--- config.mk ---
export PLATFORM = sky130hd
export DESIGN_NAME = dm_uart_tx_flat
export DESIGN_NICKNAME = d
export VERILOG_FILES = /design/src/rtl/dm_uart_tx_if.sv /design/src/rtl/dm_uart_tx.sv /design/src/flat_wrapper.sv
export SDC_FILE = /design/constraint.sdc
export NUM_CORES = 1
export LEC_CHECK = 0
export CAP_MARGIN = 20
export CORE_ASPECT_RATIO = 1.5
export CORE_MARGIN = 5
export CORE_UTILIZATION = 38
export CTS_BUF_LIST = sky130_fd_sc_hd__clkbuf_16
export DETAILED_ROUTE_END_ITERATION = 7
export SKIP_CTS_REPAIR_TIMING = 1
export SLEW_MARGIN = 20
export SYNTH_ARGS = -nofsm -noshare
export SYNTH_HDL_FRONTEND = slang
export SYNTH_SLANG_ARGS = --single-unit
--- constraint.sdc ---
create_clock -name clk -period 3.8 [get_ports clk]
set_input_delay 0.76 -clock clk [delete_from_list [all_inputs] [get_ports clk]]
set_output_delay 0.76 -clock clk [all_outputs]
set_load 0.02 [all_outputs]
--- src/rtl/dm_uart_tx_if.sv ---
// rtl/dm_uart_tx_if.sv - data-memory load/store bus seen by the UART responder
interface dm_uart_tx_if;
   logic        we;
   logic [2:0]  dop;
   logic [31:0] dm_addr;
   logic [31:0] data_in;
   logic [31:0] data_out;
   logic        hit;

   modport master (
      output we, dop, dm_addr, data_in,
      input  data_out, hit
   );

   modport slave (
      input  we, dop, dm_addr, data_in,
      output data_out, hit
   );
endinterface

--- src/rtl/dm_uart_tx.sv ---
// rtl/dm_uart_tx.sv - memory-mapped UART transmitter with TX FIFO on the data-memory port
module dm_uart_tx #(
   parameter logic [31:0] BASE_ADDR  = 32'h1000_0000,
   parameter logic [15:0] CLK_DIV    = 16'd868,
   parameter int          FIFO_DEPTH = 4
) (
   input  logic           clk,
   input  logic           reset,
   dm_uart_tx_if.slave    bus,
   output logic           tx,
   output logic           tx_busy
);
   localparam int AW = $clog2(FIFO_DEPTH);
   localparam logic [AW:0] DEPTH_CNT = FIFO_DEPTH[AW:0];

   typedef enum logic [1:0] {IDLE, START, DATA, STOP} state_t;

   state_t        state;
   logic [7:0]    fifo_mem [FIFO_DEPTH];
   logic [AW-1:0] wr_ptr;
   logic [AW-1:0] rd_ptr;
   logic [AW:0]   count;
   logic          overflow;
   logic [15:0]   div;
   logic [15:0]   eff_div;
   logic [15:0]   baud_cnt;
   logic [2:0]    bit_idx;
   logic [7:0]    shreg;

   logic          wr;
   logic [1:0]    offset;
   logic          full;
   logic          empty;
   logic          bit_end;
   logic          pop;
   logic          push_req;
   logic          push;
   logic [31:0]   reg_word;
   logic [31:0]   lane;
   logic [31:0]   rd_data;
   logic          unused_data_hi;

   assign bus.hit   = (bus.dm_addr[31:4] == BASE_ADDR[31:4]);
   assign wr        = bus.we & bus.hit;
   assign offset    = bus.dm_addr[3:2];
   assign full      = (count == DEPTH_CNT);
   assign empty     = (count == '0);
   assign eff_div   = (div == 16'd0) ? 16'd1 : div;
   assign bit_end   = (baud_cnt == 16'd0);
   // The shifter consumes a byte either when starting from idle or when a stop bit ends back-to-back.
   assign pop       = !empty && ((state == IDLE) || ((state == STOP) && bit_end));
   assign push_req  = wr && (offset == 2'd0);
   assign push      = push_req && (!full || pop);
   assign unused_data_hi = ^bus.data_in[31:16];

   always_ff @(posedge clk) begin
      if (reset) begin
         wr_ptr   <= '0;
         rd_ptr   <= '0;
         count    <= '0;
         overflow <= 1'b0;
      end else begin
         if (push) begin
            fifo_mem[wr_ptr] <= bus.data_in[7:0];
            wr_ptr           <= wr_ptr + AW'(1);
         end
         if (pop)
            rd_ptr <= rd_ptr + AW'(1);
         case ({push, pop})
            2'b10:   count <= count + 1'b1;
            2'b01:   count <= count - 1'b1;
            default: count <= count;
         endcase
         if (push_req && full && !pop)
            overflow <= 1'b1;
         else if (wr && (offset == 2'd1) && bus.data_in[3])
            overflow <= 1'b0;
      end
   end

   always_ff @(posedge clk) begin
      if (reset)
         div <= CLK_DIV;
      else if (wr && (offset == 2'd2)) begin
         if (bus.dop[1:0] == 2'd0)
            div[7:0] <= bus.data_in[7:0];
         else
            div <= bus.data_in[15:0];
      end
   end

   // Each bit holds for eff_div clocks; the divider is re-read only on reloads, i.e. at bit boundaries.
   always_ff @(posedge clk) begin
      if (reset) begin
         state    <= IDLE;
         tx       <= 1'b1;
         tx_busy  <= 1'b0;
         baud_cnt <= '0;
         bit_idx  <= '0;
         shreg    <= '0;
      end else begin
         case (state)
            IDLE: begin
               if (!empty) begin
                  shreg    <= fifo_mem[rd_ptr];
                  tx       <= 1'b0;
                  tx_busy  <= 1'b1;
                  baud_cnt <= eff_div - 16'd1;
                  state    <= START;
               end
            end
            START: begin
               if (bit_end) begin
                  baud_cnt <= eff_div - 16'd1;
                  tx       <= shreg[0];
                  bit_idx  <= '0;
                  state    <= DATA;
               end else
                  baud_cnt <= baud_cnt - 16'd1;
            end
            DATA: begin
               if (bit_end) begin
                  baud_cnt <= eff_div - 16'd1;
                  if (bit_idx == 3'd7) begin
                     tx    <= 1'b1;
                     state <= STOP;
                  end else begin
                     tx      <= shreg[1];
                     shreg   <= {1'b0, shreg[7:1]};
                     bit_idx <= bit_idx + 3'd1;
                  end
               end else
                  baud_cnt <= baud_cnt - 16'd1;
            end
            STOP: begin
               if (bit_end) begin
                  if (!empty) begin
                     shreg    <= fifo_mem[rd_ptr];
                     tx       <= 1'b0;
                     baud_cnt <= eff_div - 16'd1;
                     state    <= START;
                  end else begin
                     tx_busy <= 1'b0;
                     state   <= IDLE;
                  end
               end else
                  baud_cnt <= baud_cnt - 16'd1;
            end
            default: begin
               tx      <= 1'b1;
               tx_busy <= 1'b0;
               state   <= IDLE;
            end
         endcase
      end
   end

   always_comb begin
      reg_word = 32'd0;
      case (offset)
         2'd1:    reg_word = {28'd0, overflow, tx_busy, empty, full};
         2'd2:    reg_word = {16'd0, div};
         default: reg_word = 32'd0;
      endcase
      lane = reg_word >> {bus.dm_addr[1:0], 3'b000};
      case (bus.dop)
         3'd0:    rd_data = {{24{lane[7]}}, lane[7:0]};
         3'd1:    rd_data = {{16{lane[15]}}, lane[15:0]};
         3'd4:    rd_data = {24'd0, lane[7:0]};
         3'd5:    rd_data = {16'd0, lane[15:0]};
         default: rd_data = reg_word;
      endcase
   end

   assign bus.data_out = bus.hit ? rd_data : 32'd0;
endmodule

--- src/flat_wrapper.sv ---
// flat-port wrapper written by rule: the top's interface ports become plain ports
module dm_uart_tx_flat 
#(
   parameter logic [31:0] BASE_ADDR  = 32'h1000_0000,
   parameter logic [15:0] CLK_DIV    = 16'd868,
   parameter int          FIFO_DEPTH = 4
)
  (clk, reset, tx, tx_busy, bus_we, bus_dop, bus_dm_addr, bus_data_in, bus_data_out, bus_hit);
  dm_uart_tx_if bus_i ();
  input  logic clk;
  input  logic reset;
  output logic tx;
  output logic tx_busy;
  input wire logic [$bits(bus_i.we)-1:0] bus_we;
  input wire logic [$bits(bus_i.dop)-1:0] bus_dop;
  input wire logic [$bits(bus_i.dm_addr)-1:0] bus_dm_addr;
  input wire logic [$bits(bus_i.data_in)-1:0] bus_data_in;
  output wire logic [$bits(bus_i.data_out)-1:0] bus_data_out;
  output wire logic [$bits(bus_i.hit)-1:0] bus_hit;
  assign bus_i.we = bus_we;
  assign bus_i.dop = bus_dop;
  assign bus_i.dm_addr = bus_dm_addr;
  assign bus_i.data_in = bus_data_in;
  assign bus_data_out = bus_i.data_out;
  assign bus_hit = bus_i.hit;
  dm_uart_tx #(.BASE_ADDR(BASE_ADDR), .CLK_DIV(CLK_DIV), .FIFO_DEPTH(FIFO_DEPTH)) u_core (.clk(clk), .reset(reset), .bus(bus_i), .tx(tx), .tx_busy(tx_busy));
endmodule
==> impl_results.html, run 1 <==
<table>
<tr><th>Metric</th><th>Value</th></tr>
<tr><th colspan="2">Die</th></tr>
<tr><td>Width of the die</td><td>108 um</td></tr>
<tr><td>Die Outline Area</td><td>0.0168 mm2</td></tr>
<tr><td>Placement row count</td><td>53</td></tr>
<tr><td>Boundary Pins</td><td>105</td></tr>
<tr><td>Initial standard-cell utilization of the core</td><td>38.6%</td></tr>
<tr><td>DIE HEIGHT</td><td>156 um</td></tr>
<tr><td>Std-Cell Core Area</td><td>0.0141 mm2</td></tr>
<tr><th colspan="2">Routing</th></tr>
<tr><td>Starting DRC count in detailed routing</td><td>262</td></tr>
<tr><td>Sum of routed wire length over all layers</td><td>15200 um</td></tr>
<tr><td>Number of design rule violations left after detail routing</td><td>0</td></tr>
<tr><td>Initial DRT Pass Iterations</td><td>4</td></tr>
<tr><td>Number of vias per cell after detailed routing</td><td>5.49</td></tr>
<tr><td>Final antenna-violating net count</td><td>0</td></tr>
<tr><td>Via count</td><td>4679</td></tr>
<tr><td>Avg WL per Cell</td><td>17.8 um</td></tr>
<tr><th colspan="2">Power</th></tr>
<tr><td>Sw power</td><td>1.80 mW</td></tr>
<tr><td>Cell internal pwr</td><td>2.42 mW</td></tr>
<tr><td>Clock share of power</td><td>21.4%</td></tr>
<tr><td>Leakage component of the power</td><td>3.04 nW</td></tr>
<tr><td>Fraction of power consumed by combinational cells</td><td>48.8%</td></tr>
<tr><td>PwrDens</td><td>616 mW/mm2</td></tr>
<tr><td>VDD IR max</td><td>0.000334 V</td></tr>
<tr><td>Share of total power in sequential cells</td><td>29.8%</td></tr>
<tr><td>Total chip power</td><td>4.22 mW</td></tr>
<tr><td>Net switching share of the total power</td><td>42.7%</td></tr>
<tr><th colspan="2">Worst setup path</th></tr>
<tr><td>Crit end category</td><td>output port</td></tr>
<tr><td>Largest stage delay, worst path</td><td>0.63 ns</td></tr>
<tr><td>Type of origin of the critical path</td><td>primary input</td></tr>
<tr><td>CP required</td><td>3.04 ns</td></tr>
<tr><td>R2r startpoint</td><td>u_core.div[13]$_SDFFE_PP0P_</td></tr>
<tr><td>Cell count of the worst reg-to-reg path</td><td>10</td></tr>
<tr><td>Arrival time reported for the critical path endpoint</td><td>2.97 ns</td></tr>
<tr><td>Cells along the critical path</td><td>clkdlybuf4s50_1 -&gt; nor4_1 -&gt; nand4_1 -&gt; or3_4 -&gt; nor2_1 -&gt; clkdlybuf4s50_1</td></tr>
<tr><td>Setup crit start</td><td>bus_dm_addr[9]</td></tr>
<tr><td>Type of the worst setup path</td><td>primary input to output port</td></tr>
<tr><td>Peak fanout along the critical path</td><td>10</td></tr>
<tr><td>Most common cell on crit path</td><td>sky130_fd_sc_hd__clkdlybuf4s50_1</td></tr>
<tr><td>Highest-delay cell along the critical path</td><td>sky130_fd_sc_hd__clkdlybuf4s50_1</td></tr>
<tr><th colspan="2">Finish</th></tr>
<tr><td>Sequential cell area in the final layout</td><td>0.00210 mm2</td></tr>
<tr><td>Area growth from synthesis to layout</td><td>26.1%</td></tr>
<tr><td>Top library cells by usage in the layout, fill and taps aside</td><td>71 x sky130_fd_sc_hd__nor2_1, 57 x sky130_fd_sc_hd__dfxtp_1, 55 x sky130_fd_sc_hd__clkdlybuf4s50_1, 48 x sky130_fd_sc_hd__nand2_1</td></tr>
<tr><td>Layout Nets</td><td>742</td></tr>
<tr><td>Filler cell count in the final layout</td><td>1373</td></tr>
<tr><td>Number of cells in the finished layout apart from fillers</td><td>852</td></tr>
<tr><td>Leading cell type in the layout, fill and taps excluded</td><td>sky130_fd_sc_hd__nor2_1</td></tr>
<tr><td>Final Instance Area</td><td>0.00685 mm2</td></tr>
<tr><td>Area used by multi-input combinational logic</td><td>0.00302 mm2</td></tr>
<tr><td>Share of layout cells above drive strength 1</td><td>12.0%</td></tr>
<tr><td>Number of inserted diodes</td><td>0</td></tr>
<tr><th colspan="2">Synth</th></tr>
<tr><td>Share of the synthesized netlist area taken by xor and xnor gates</td><td>3.23%</td></tr>
<tr><td>Syn Inst Count</td><td>583</td></tr>
<tr><td>Count of distinct cell types in the synthesized netlist</td><td>78</td></tr>
<tr><td>Post-synthesis cell area</td><td>0.00543 mm2</td></tr>
<tr><td>Multiplexer share of the synthesized area</td><td>9.77%</td></tr>
<tr><td>Proportion of register bits with asynchronous set or reset after synthesis</td><td>0%</td></tr>
<tr><td>Mean area per synthesized cell</td><td>9.31 um2</td></tr>
<tr><td>Most instantiated flip-flop cell in the synthesis netlist</td><td>sky130_fd_sc_hd__dfxtp_1</td></tr>
<tr><td>Number of synthesized register bits</td><td>89</td></tr>
<tr><td>Net Count, Synth</td><td>670</td></tr>
<tr><td>Area fraction in and, or, nand and nor cells after synthesis</td><td>21.7%</td></tr>
<tr><td>Count of warnings emitted by yosys</td><td>0</td></tr>
<tr><td>Dominant combinational cell family by area after synthesis</td><td>simple AND/OR/NAND/NOR gates</td></tr>
<tr><td>Share of synthesized cell area in full adder, half adder and majority cells</td><td>4.06%</td></tr>
<tr><td>Share of the synthesized area in compound gates (AO/OA/AOI/OAI)</td><td>16.8%</td></tr>
<tr><td>Number of enable-type register cells in the synthesized netlist</td><td>32</td></tr>
<tr><td>Proportion of synthesized chip area in sequential cells</td><td>38.7%</td></tr>
<tr><th colspan="2">Clock network</th></tr>
<tr><td># H-tree levels</td><td>3</td></tr>
<tr><td>Clk root buf</td><td>sky130_fd_sc_hd__clkbuf_16</td></tr>
<tr><td>Clock-pin slew on the worst setup and hold paths</td><td>0.07 ns</td></tr>
<tr><td>Number of sinks on the clock net</td><td>89</td></tr>
<tr><td>Number of buffers between clock root and the deepest sink</td><td>2</td></tr>
<tr><td>Total CTS buffers</td><td>9</td></tr>
<tr><td>Clock latency reported for the late side of the worst-skew pair</td><td>0.34 ns</td></tr>
<tr><td>CTS tree</td><td>built</td></tr>
<tr><th colspan="2">Place</th></tr>
<tr><td>Placed instance area</td><td>0.00646 mm2</td></tr>
<tr><td>Count of input and output buffers</td><td>88</td></tr>
<tr><td>Final weighted congestion in routability-driven placement</td><td>0.830</td></tr>
<tr><td>Dpl hpwl</td><td>11200 um</td></tr>
<tr><td>Number of placed instances with taps included</td><td>836</td></tr>
<tr><th colspan="2">Timing</th></tr>
<tr><td>Transition time of the tightest slew-check pin</td><td>0.781 ns</td></tr>
<tr><td>Number of hold violations in the final report</td><td>0</td></tr>
<tr><td>Relative max-transition margin</td><td>47.6%</td></tr>
<tr><td>Post-route fraction of the period consumed by the critical path</td><td>98.1%</td></tr>
<tr><td>Setup Skew</td><td>0.00952 ns</td></tr>
<tr><td>Timing-limited maximum frequency</td><td>268 MHz</td></tr>
<tr><td>Setup violation total in the final timing report</td><td>0</td></tr>
<tr><td>Number of pins with negative max-slew slack in the final report</td><td>0</td></tr>
<tr><td>Min cycle time layout</td><td>3.73 ns</td></tr>
<tr><th colspan="2">Global routing</th></tr>
<tr><td>First-pass GRT wire length</td><td>24000 um</td></tr>
<tr><td>Initial antenna violation count</td><td>0</td></tr>
<tr><td>Via count of the first global-routing pass</td><td>4799</td></tr>
<tr><td>Grt ovf</td><td>0</td></tr>
<tr><td>GRT Total Usage</td><td>17.8%</td></tr>
<tr><td>Largest net degree at the start of global routing</td><td>32</td></tr>
<tr><th colspan="2">Flow run</th></tr>
<tr><td>Count of max-cap constraint violations</td><td>0</td></tr>
<tr><th colspan="2">Worst hold path</th></tr>
<tr><td>Hold path startpoint</td><td>u_core.overflow$_SDFFE_PP0P_</td></tr>
<tr><td>Cells on Worst Hold Path</td><td>2</td></tr>
<tr><td>Hold/Removal Path Class</td><td>register to register</td></tr>
<tr><th colspan="2">Outcome</th></tr>
<tr><td>Status</td><td>finished clean</td></tr>
</table>
-- state kept, by name (all words and copies together), names as in the netlist, named ones only --
register / cells
u_core.bit_idx: 3
u_core.shreg: 8
u_core.rd_ptr: 2
u_core.tx_busy: 1
u_core.wr_ptr: 2
u_core.overflow: 1
u_core.count: 3
u_core.tx: 1
u_core.div: 16
u_core.state: 2
u_core.fifo_mem: 32
u_core.baud_cnt: 16
-- synthesized netlist by cell type, types with 7 or more instances --
master	instances	area share (%)
sky130_fd_sc_hd__nor2_1	71	4.9
sky130_fd_sc_hd__dfxtp_1	57	21
sky130_fd_sc_hd__nand2_1	48	3.3
sky130_fd_sc_hd__edfxtp_1	32	18
sky130_fd_sc_hd__a21oi_1	31	2.9
sky130_fd_sc_hd__mux2i_1	28	5.2
sky130_fd_sc_hd__clkbuf_1	26	1.8
sky130_fd_sc_hd__o21ai_0	21	1.9
sky130_fd_sc_hd__ha_1	16	3.7
sky130_fd_sc_hd__buf_4	15	2.1
sky130_fd_sc_hd__inv_1	15	1.0
sky130_fd_sc_hd__nor4_1	13	1.5
sky130_fd_sc_hd__nor3_1	12	1.1
sky130_fd_sc_hd__a211oi_1	11	1.5
sky130_fd_sc_hd__xor2_1	11	1.8
sky130_fd_sc_hd__nand3_1	10	0.92
sky130_fd_sc_hd__xnor2_1	9	1.5
sky130_fd_sc_hd__a22oi_1	8	1.1
sky130_fd_sc_hd__mux4_2	8	3.3
sky130_fd_sc_hd__o211ai_1	8	1.1
sky130_fd_sc_hd__or3_1	7	0.81
-- power groups by stage --
stage,clock network [mW],registers (mW),logic [mW]
floorplan,0,1.21,1.61
global placement,0,1.27,1.98
detailed placement,0,1.28,2.03
CTS,0.921,1.26,2.04
global route,0.958,1.27,2.26
finish,0.905,1.26,2.06
-- area by class of cell --
type                            count  share of cell area, %
Timing Repair Buffer              109                   16.4
Sequential cell                    89                   30.7
Multi-Input combinational cell    431                   44.2
Clock buffer                        9                   3.29
Tap cell                          192                   3.51
Inverter                           15                  0.822
Clock inverter                      7                   1.08
-- worst max-delay path, delay by kind of cell --
kind | cells | cell delay [ns]
buffers and inverters | 2 | 1.04
and+or+nand+nor | 4 | 1.16
-- through the flow --
step                      worst slack (ns)  setup TNS (ns)  hold slack, ns  utilization, %
final                               0.0739               0           0.481            48.7
after detailed placement            -0.221           -6.30           0.457            46.0
after global placement              -0.206           -5.63           0.462            46.0
after global routing              -0.00300        -0.00300           0.507            48.7
after floorplan                      0.277               0           0.442               -
after CTS                           -0.227           -6.52           0.475            48.1
-- worst paths after layout --
check / endpoint / slack [ns]
worst max register to register: u_core.baud_cnt[14]$_SDFF_PP0_ / 0.67
worst max-delay path: bus_data_out[7] / 0.07
worst min register to register: u_core.overflow$_SDFFE_PP0P_ / 0.48
worst min-delay path: u_core.overflow$_SDFFE_PP0P_ / 0.48
-- layer usage --
metal,vias to the layer above,routed length (um),GRT usage (%)
met2,139,8100,32.8
met1,2244,6110,20.6
met5,-,0,0
met4,0,345,6.20
met3,29,622,3.10
li1,2267,-,-
-- cell families (layout without fill, tap and decap cells) --
logic type      Yosys count  in the layout
simple gates            221            221
xor+xnor                 20             20
buf+inv                  63            140
fa+ha+maj                17             17
mux                      42             42
flops                    89             89
compound gates          131            131
(Power assumes the default switching activity.)
==> run 2: changes to the inputs <==
Settings changed: CTS_BUF_LIST sky130_fd_sc_hd__clkbuf_16 to sky130_fd_sc_hd__clkbuf_8, CTS_CLUSTER_SIZE set to 12.
==> impl_results.html, run 2 (same netlist as run 1, synthesis figures left out) <==
<table>
<tr><th>Metric</th><th>Value</th></tr>
<tr><th colspan="2">Timing</th></tr>
<tr><td>Number of hold violations in the final report</td><td>0 (unchanged)</td></tr>
<tr><td>Min cycle time layout</td><td>3.73 ns (+0.00234 ns)</td></tr>
<tr><td>Timing-limited maximum frequency</td><td>268 MHz (about the same)</td></tr>
<tr><td>Final WS setup</td><td>0.0715 ns (-0.00234 ns)</td></tr>
<tr><td>Post-route fraction of the period consumed by the critical path</td><td>98.1% (about the same)</td></tr>
<tr><td>Transition time of the tightest slew-check pin</td><td>0.789 ns (+0.00805 ns)</td></tr>
<tr><td>Setup Skew</td><td>0.0175 ns (+0.00794 ns)</td></tr>
<tr><td>Number of pins with negative max-slew slack in the final report</td><td>0 (unchanged)</td></tr>
<tr><td>Setup violation total in the final timing report</td><td>0 (unchanged)</td></tr>
<tr><td>Relative max-transition margin</td><td>47.0% (-0.54 points)</td></tr>
<tr><th colspan="2">Worst setup path</th></tr>
<tr><td>Arrival time reported for the critical path endpoint</td><td>2.97 ns (about the same)</td></tr>
<tr><td>Crit end category</td><td>output port</td></tr>
<tr><td>Type of the worst setup path</td><td>primary input to output port</td></tr>
<tr><td>Peak fanout along the critical path</td><td>10 (unchanged)</td></tr>
<tr><td>Type of origin of the critical path</td><td>primary input</td></tr>
<tr><td>CP required</td><td>3.04 ns (about the same)</td></tr>
<tr><th colspan="2">Power</th></tr>
<tr><td>Total chip power</td><td>3.98 mW (-5.8%)</td></tr>
<tr><td>PwrDens</td><td>589 mW/mm2 (-4.4%)</td></tr>
<tr><td>Sw power</td><td>1.76 mW (-2.2%)</td></tr>
<tr><td>Clock share of power</td><td>16.8% (-4.6 points)</td></tr>
<tr><td>Leakage component of the power</td><td>2.99 nW (-1.5%)</td></tr>
<tr><td>Fraction of power consumed by combinational cells</td><td>51.5% (+2.7 points)</td></tr>
<tr><td>Share of total power in sequential cells</td><td>31.7% (+1.9 points)</td></tr>
<tr><td>Net switching share of the total power</td><td>44.4% (+1.7 points)</td></tr>
<tr><td>Cell internal pwr</td><td>2.21 mW (-8.6%)</td></tr>
<tr><td>VDD IR max</td><td>0.000231 V (-31%)</td></tr>
<tr><th colspan="2">Clock network</th></tr>
<tr><td>CTS tree</td><td>built</td></tr>
<tr><td># H-tree levels</td><td>3 (unchanged)</td></tr>
<tr><td>Clk root buf</td><td>sky130_fd_sc_hd__clkbuf_8</td></tr>
<tr><td>Clock-pin slew on the worst setup and hold paths</td><td>0.10 ns (+0.03 ns)</td></tr>
<tr><td>Total CTS buffers</td><td>9 (unchanged)</td></tr>
<tr><td>Number of sinks on the clock net</td><td>89 (unchanged)</td></tr>
<tr><td>Clock latency reported for the late side of the worst-skew pair</td><td>0.37 ns (+0.03 ns)</td></tr>
<tr><td>Number of buffers between clock root and the deepest sink</td><td>2 (unchanged)</td></tr>
<tr><th colspan="2">Place</th></tr>
<tr><td>Count of input and output buffers</td><td>88 (unchanged)</td></tr>
<tr><td>Setup slack after placement</td><td>-0.221 ns (unchanged)</td></tr>
<tr><td>Dpl hpwl</td><td>11200 um (unchanged)</td></tr>
<tr><td>Placed instance area</td><td>0.00646 mm2 (unchanged)</td></tr>
<tr><td>Number of placed instances with taps included</td><td>836 (unchanged)</td></tr>
<tr><td>Final weighted congestion in routability-driven placement</td><td>0.830 (unchanged)</td></tr>
<tr><th colspan="2">Flow run</th></tr>
<tr><td>Count of max-cap constraint violations</td><td>0 (unchanged)</td></tr>
<tr><th colspan="2">Global routing</th></tr>
<tr><td>Via count of the first global-routing pass</td><td>4799 (unchanged)</td></tr>
<tr><td>Largest net degree at the start of global routing</td><td>32 (unchanged)</td></tr>
<tr><td>GRT Total Usage</td><td>17.8% (-0.026 points)</td></tr>
<tr><td>Initial antenna violation count</td><td>0 (unchanged)</td></tr>
<tr><td>First-pass GRT wire length</td><td>23900 um (-0.32%)</td></tr>
<tr><td>Grt ovf</td><td>0 (unchanged)</td></tr>
<tr><th colspan="2">Finish</th></tr>
<tr><td>Share of layout cells above drive strength 1</td><td>12.0% (unchanged)</td></tr>
<tr><td>Regs by FF count</td><td>u_core.fifo_mem x32, u_core.baud_cnt x16, u_core.div x16</td></tr>
<tr><td>Final core utilization</td><td>48.0% (-0.72 points)</td></tr>
<tr><td>Register with the most flip-flops</td><td>u_core.fifo_mem</td></tr>
<tr><td>Area growth from synthesis to layout</td><td>24.2%</td></tr>
<tr><td>Leading cell type in the layout, fill and taps excluded</td><td>sky130_fd_sc_hd__nor2_1</td></tr>
<tr><td>Layout Nets</td><td>742 (unchanged)</td></tr>
<tr><td>Final Instance Area</td><td>0.00675 mm2 (-1.5%)</td></tr>
<tr><td>Max reg flops</td><td>32 (unchanged)</td></tr>
<tr><td>Number of cells in the finished layout apart from fillers</td><td>852 (unchanged)</td></tr>
<tr><td>Top library cells by usage in the layout, fill and taps aside</td><td>71 x sky130_fd_sc_hd__nor2_1, 57 x sky130_fd_sc_hd__dfxtp_1, 55 x sky130_fd_sc_hd__clkdlybuf4s50_1, 48 x sky130_fd_sc_hd__nand2_1</td></tr>
<tr><td>Number of inserted diodes</td><td>0 (unchanged)</td></tr>
<tr><th colspan="2">Routing</th></tr>
<tr><td>Number of vias per cell after detailed routing</td><td>5.46 (-0.66%)</td></tr>
<tr><td>Starting DRC count in detailed routing</td><td>265 (+1.1%)</td></tr>
<tr><td>Initial DRT Pass Iterations</td><td>4 (unchanged)</td></tr>
<tr><td>Number of design rule violations left after detail routing</td><td>0 (unchanged)</td></tr>
<tr><td>Avg WL per Cell</td><td>17.7 um (-0.48%)</td></tr>
<tr><td>Sum of routed wire length over all layers</td><td>15100 um (-0.48%)</td></tr>
<tr><td>Final antenna-violating net count</td><td>0 (unchanged)</td></tr>
<tr><td>Via count</td><td>4648 (-0.66%)</td></tr>
<tr><th colspan="2">Outcome</th></tr>
<tr><td>Status</td><td>finished clean</td></tr>
<tr><th colspan="2">Die</th></tr>
<tr><td>Placement row count</td><td>53 (unchanged)</td></tr>
<tr><td>Die Outline Area</td><td>0.0168 mm2 (unchanged)</td></tr>
<tr><td>Width of the die</td><td>108 um (unchanged)</td></tr>
<tr><td>Boundary Pins</td><td>105 (unchanged)</td></tr>
<tr><td>Initial standard-cell utilization of the core</td><td>38.6% (unchanged)</td></tr>
<tr><td>Std-Cell Core Area</td><td>0.0141 mm2 (unchanged)</td></tr>
<tr><td>DIE HEIGHT</td><td>156 um (unchanged)</td></tr>
<tr><th colspan="2">Worst hold path</th></tr>
<tr><td>Hold/Removal Path Class</td><td>register to register</td></tr>
</table>
-- run 2: changes by cell type in the layout (fill, tap and decap cells not counted) --
cell and change:
sky130_fd_sc_hd__clkbuf_16 -9, sky130_fd_sc_hd__clkbuf_8 +9
-- run 2: power groups by stage --
stage / registers [mW] / logic, mW / clock network, mW
2_1_floorplan: 1.21 / 1.61 / 0
3_3_place_gp: 1.27 / 1.98 / 0
3_5_place_dp: 1.28 / 2.03 / 0
4_1_cts: 1.26 / 2.04 / 0.687
5_1_grt: 1.27 / 2.26 / 0.722
6_report: 1.26 / 2.05 / 0.669
-- run 2: per-stage QoR --
step                hold WS (ns)  TNS [ns]
detailed placement         0.457     -6.30
global route               0.511  -0.00300
floorplan                  0.442         0
global placement           0.462     -5.63
finish                     0.471         0
CTS                        0.473     -6.52
-- run 2: routing by layer --
metal  global-route usage [%]  up-vias  routed length [um]
met5                        0        -                   0
met1                     20.5     2223                6050
met4                     6.92        0                 422
li1                         -     2269                   -
met2                     32.7      127                8040
met3                     2.72       29                 590
-- run 2: layout make-up --
type / instances / area (um2)
Tap cell: 192 / 240
Clock buffer: 9 / 124
Multi-Input combinational cell: 431 / 3020
Fill cell: 1384 / 7310
Sequential cell: 89 / 2100
Inverter: 15 / 56.3
Timing Repair Buffer: 109 / 1130
Clock inverter: 7 / 73.8
-- run 2: critical path: stages --
cell and delay [ns]:
sky130_fd_sc_hd__clkdlybuf4s50_1 0.41, sky130_fd_sc_hd__nor4_1 0.34, sky130_fd_sc_hd__nand4_1 0.16, sky130_fd_sc_hd__or3_4 0.48, sky130_fd_sc_hd__nor2_1 0.18, sky130_fd_sc_hd__clkdlybuf4s50_1 0.63
-- run 2: worst paths after layout --
path,from,to,slack (ns),depth (start not counted)
worst min-delay path,u_core.shreg[7]$_SDFFE_PP0P_,u_core.shreg[7]$_SDFFE_PP0P_,0.47,2
worst max register to register,u_core.div[13]$_SDFFE_PP0P_,u_core.baud_cnt[14]$_SDFF_PP0_,0.67,10
worst min register to register,u_core.shreg[7]$_SDFFE_PP0P_,u_core.shreg[7]$_SDFFE_PP0P_,0.47,2
worst max-delay path,bus_dm_addr[9],bus_data_out[7],0.07,6
==> run 3: changes to the inputs <==
Settings changed: CELL_PAD_IN_SITES_DETAIL_PLACEMENT set to 0, CELL_PAD_IN_SITES_GLOBAL_PLACEMENT set to 1, CORE_MARGIN 5 to not set, PLACE_DENSITY_LB_ADDON set to 0.1.
==> impl_results.html, run 3 (same netlist as run 1, synthesis figures left out) <==
<table>
<tr><th>Metric</th><th>Value</th></tr>
<tr><th colspan="2">Place</th></tr>
<tr><td>Placed instance area</td><td>0.00648 mm2 (+0.27%)</td></tr>
<tr><td>Count of input and output buffers</td><td>88 (unchanged)</td></tr>
<tr><td>Final weighted congestion in routability-driven placement</td><td>0.810 (-2.4%)</td></tr>
<tr><td>Dpl hpwl</td><td>11000 um (-1.6%)</td></tr>
<tr><th colspan="2">Clock network</th></tr>
<tr><td>Number of sinks on the clock net</td><td>89 (unchanged)</td></tr>
<tr><td>Total CTS buffers</td><td>9 (unchanged)</td></tr>
<tr><td>CTS tree</td><td>built</td></tr>
<tr><td>Clk root buf</td><td>sky130_fd_sc_hd__clkbuf_8</td></tr>
<tr><td>Number of buffers between clock root and the deepest sink</td><td>2 (unchanged)</td></tr>
<tr><td># H-tree levels</td><td>3 (unchanged)</td></tr>
<tr><td>Clock-pin slew on the worst setup and hold paths</td><td>0.10 ns (about the same)</td></tr>
<tr><td>Clock latency reported for the late side of the worst-skew pair</td><td>0.37 ns (about the same)</td></tr>
<tr><th colspan="2">Timing</th></tr>
<tr><td>Relative max-transition margin</td><td>45.2% (-1.8 points)</td></tr>
<tr><td>Setup violation total in the final timing report</td><td>0 (unchanged)</td></tr>
<tr><td>Post-Route Setup TNS</td><td>0 ns (unchanged)</td></tr>
<tr><td>Final hold slack</td><td>0.485 ns (+0.0144 ns)</td></tr>
<tr><td>RSZ-0062 raised after global routing</td><td>no</td></tr>
<tr><td>Number of hold violations in the final report</td><td>0 (unchanged)</td></tr>
<tr><td>Number of pins with negative max-slew slack in the final report</td><td>0 (unchanged)</td></tr>
<tr><td>Post-route fraction of the period consumed by the critical path</td><td>93.9% (-4.2 points)</td></tr>
<tr><td>Timing-limited maximum frequency</td><td>280 MHz (+4.5%)</td></tr>
<tr><td>Min cycle time layout</td><td>3.57 ns (-0.159 ns)</td></tr>
<tr><td>Transition time of the tightest slew-check pin</td><td>0.815 ns (+0.0263 ns)</td></tr>
<tr><td>Setup Skew</td><td>0.0120 ns (-0.00548 ns)</td></tr>
<tr><th colspan="2">Global routing</th></tr>
<tr><td>Largest net degree at the start of global routing</td><td>37 (+16%)</td></tr>
<tr><td>Initial antenna violation count</td><td>0 (unchanged)</td></tr>
<tr><td>Via count of the first global-routing pass</td><td>4542 (-5.4%)</td></tr>
<tr><td>GRT Total Usage</td><td>20.1% (+2.3 points)</td></tr>
<tr><td>First-pass GRT wire length</td><td>23000 um (-3.8%)</td></tr>
<tr><td>Grt ovf</td><td>0 (unchanged)</td></tr>
<tr><th colspan="2">Die</th></tr>
<tr><td>Die Outline Area</td><td>0.0148 mm2 (-12%)</td></tr>
<tr><td>Std-Cell Core Area</td><td>0.0140 mm2 (-0.47%)</td></tr>
<tr><td>Boundary Pins</td><td>105 (unchanged)</td></tr>
<tr><td>DIE HEIGHT</td><td>148 um (-5.1%)</td></tr>
<tr><td>Placement row count</td><td>53 (unchanged)</td></tr>
<tr><td>Initial standard-cell utilization of the core</td><td>38.8% (+0.18 points)</td></tr>
<tr><td>Width of the die</td><td>99.6 um (-7.4%)</td></tr>
<tr><th colspan="2">Finish</th></tr>
<tr><td>Final core utilization</td><td>48.4% (+0.43 points)</td></tr>
<tr><td>Area growth from synthesis to layout</td><td>24.8%</td></tr>
<tr><td>Final Instance Area</td><td>0.00678 mm2 (+0.43%)</td></tr>
<tr><td>Max reg flops</td><td>32 (unchanged)</td></tr>
<tr><td>Share of layout cells above drive strength 1</td><td>12.5% (+0.53 points)</td></tr>
<tr><td>Register with the most flip-flops</td><td>u_core.fifo_mem</td></tr>
<tr><td>Filler cell count in the final layout</td><td>1307 (-5.6%)</td></tr>
<tr><td>Top library cells by usage in the layout, fill and taps aside</td><td>71 x sky130_fd_sc_hd__nor2_1, 57 x sky130_fd_sc_hd__dfxtp_1, 54 x sky130_fd_sc_hd__clkdlybuf4s50_1, 48 x sky130_fd_sc_hd__nand2_1, 33 x sky130_fd_sc_hd__dlymetal6s2s_1</td></tr>
<tr><td>Regs by FF count</td><td>u_core.fifo_mem x32, u_core.baud_cnt x16, u_core.div x16</td></tr>
<tr><td>Number of inserted diodes</td><td>0 (unchanged)</td></tr>
<tr><td>Leading cell type in the layout, fill and taps excluded</td><td>sky130_fd_sc_hd__nor2_1</td></tr>
<tr><td>Layout Nets</td><td>746 (+0.54%)</td></tr>
<tr><th colspan="2">Worst setup path</th></tr>
<tr><td>Crit end category</td><td>output port</td></tr>
<tr><td>CP top delay family</td><td>simple AND/OR/NAND/NOR gates</td></tr>
<tr><td>Largest stage delay, worst path</td><td>0.40 ns (-0.23 ns)</td></tr>
<tr><td>Cells along the critical path</td><td>clkdlybuf4s50_1 -&gt; nor4_1 -&gt; nand4_1 -&gt; or3_1 -&gt; buf_4 -&gt; nor3_1 -&gt; dlymetal6s2s_1</td></tr>
<tr><td>Type of the worst setup path</td><td>primary input to output port</td></tr>
<tr><td>CP required</td><td>3.04 ns (about the same)</td></tr>
<tr><td>Minimum setup slack among reg-to-reg paths</td><td>0.61 ns (-0.06 ns)</td></tr>
<tr><td>Arrival time reported for the critical path endpoint</td><td>2.81 ns (-0.16 ns)</td></tr>
<tr><td>Cell count of the worst reg-to-reg path</td><td>10 (unchanged)</td></tr>
<tr><td>R2r startpoint</td><td>u_core.div[9]$_SDFFE_PP1P_</td></tr>
<tr><td>Setup crit start</td><td>bus_dm_addr[6]</td></tr>
<tr><td>Highest-delay cell along the critical path</td><td>sky130_fd_sc_hd__clkdlybuf4s50_1</td></tr>
<tr><td>FF-to-FF End</td><td>u_core.baud_cnt[14]$_SDFF_PP0_</td></tr>
<tr><td>Type of origin of the critical path</td><td>primary input</td></tr>
<tr><td>Bufs and invs on worst path</td><td>3 (+1)</td></tr>
<tr><td>Peak fanout along the critical path</td><td>17 (+7)</td></tr>
<tr><th colspan="2">Worst hold path</th></tr>
<tr><td>Hold/Removal Path Class</td><td>register to register</td></tr>
<tr><td>Hold path startpoint</td><td>u_core.overflow$_SDFFE_PP0P_</td></tr>
<tr><td>Cells on Worst Hold Path</td><td>2 (unchanged)</td></tr>
<tr><td>End point of the worst hold path</td><td>u_core.overflow$_SDFFE_PP0P_</td></tr>
<tr><th colspan="2">Flow run</th></tr>
<tr><td>Count of max-cap constraint violations</td><td>0 (unchanged)</td></tr>
<tr><th colspan="2">Power</th></tr>
<tr><td>Leakage component of the power</td><td>3.03 nW (+1.2%)</td></tr>
<tr><td>PwrDens</td><td>586 mW/mm2 (-0.54%)</td></tr>
<tr><td>VDD IR max</td><td>0.000292 V (+27%)</td></tr>
<tr><th colspan="2">Routing</th></tr>
<tr><td>Avg WL per Cell</td><td>17.1 um (-3.4%)</td></tr>
<tr><td>Number of vias per cell after detailed routing</td><td>5.36 (-1.7%)</td></tr>
<tr><td>Starting DRC count in detailed routing</td><td>184 (-31%)</td></tr>
<tr><td>Via count</td><td>4590 (-1.2%)</td></tr>
<tr><td>Final antenna-violating net count</td><td>0 (unchanged)</td></tr>
<tr><td>Number of design rule violations left after detail routing</td><td>0 (unchanged)</td></tr>
<tr><td>Initial DRT Pass Iterations</td><td>4 (unchanged)</td></tr>
<tr><td>Sum of routed wire length over all layers</td><td>14700 um (-3.0%)</td></tr>
<tr><th colspan="2">Outcome</th></tr>
<tr><td>Status</td><td>finished clean</td></tr>
</table>
run 3: cell types whose count changed in the layout (fill, tap and decap cells not counted), sizes merged:
cell	change
dlymetal6s2s	+1
buf	+4
bufinv	+1
clkinvlp	+1
inv	-1
clkdlybuf4s50	-1
clkinv	-1
run 3: worst reg2reg max path: stages (launching register included):
cell and delay (ns):
sky130_fd_sc_hd__dfxtp_1 0.50, sky130_fd_sc_hd__nor4_1 0.15, sky130_fd_sc_hd__and3_1 0.23, sky130_fd_sc_hd__a21oi_1 0.29, sky130_fd_sc_hd__ha_1 0.24, sky130_fd_sc_hd__nor3b_1 0.45, sky130_fd_sc_hd__nand2_1 0.22, sky130_fd_sc_hd__nor4b_1 0.40
sky130_fd_sc_hd__xnor2_1 0.24, sky130_fd_sc_hd__nand3_1 0.12, sky130_fd_sc_hd__a22o_1 0.24
run 3: final cells by class:
cell class / instances / area (um2) / share of cell area [%]
Inverter: 15 / 56.3 / 0.831
Clock inverter: 7 / 71.3 / 1.05
Sequential cell: 89 / 2100 / 31.0
Clock buffer: 9 / 124 / 1.83
Multi-Input combinational cell: 431 / 3040 / 44.8
Timing Repair Buffer: 113 / 1150 / 16.9
Tap cell: 192 / 240 / 3.55
run 3: how the worst max path moves through the flow:
stage | depth (start not counted) | to
after global routing | 8 | bus_data_out[19]
after detailed placement | 9 | bus_data_out[23]
after global placement | 9 | bus_data_out[25]
final | 7 | bus_data_out[1]
after CTS | 9 | bus_data_out[23]
after floorplan | 8 | bus_data_out[17]
run 3: where the power goes:
group | leakage [nW] | total, mW | switching, mW | internal [mW]
Clock | 0.103 | 0.667 | 0.361 | 0.306
Sequential | 0.751 | 1.25 | 0.152 | 1.10
Combinational | 2.17 | 2.05 | 1.20 | 0.849
run 3: metrics by stage:
| stage | total power, mW | setup WS [ns] | instances |
|---|---|---|---|
| 2_1_floorplan | 2.82 | 0.277 | 583 |
| 3_3_place_gp | 3.29 | -0.187 | 840 |
| 3_5_place_dp | 3.32 | -0.204 | 840 |
| 4_1_cts | 4.00 | -0.206 | 856 |
| 5_1_grt | 4.29 | 0.0878 | 856 |
| 6_report | 3.97 | 0.231 | 856 |
run 3: per-layer routing:
| metal | vias up | share of wire (%) | GRT usage [%] |
|---|---|---|---|
| li1 | 2279 | - | - |
| met5 | - | 0 | 0 |
| met3 | 19 | 1.9 | 2.30 |
| met1 | 2230 | 41 | 23.3 |
| met2 | 62 | 54 | 36.9 |
| met4 | 0 | 2.5 | 8.90 |
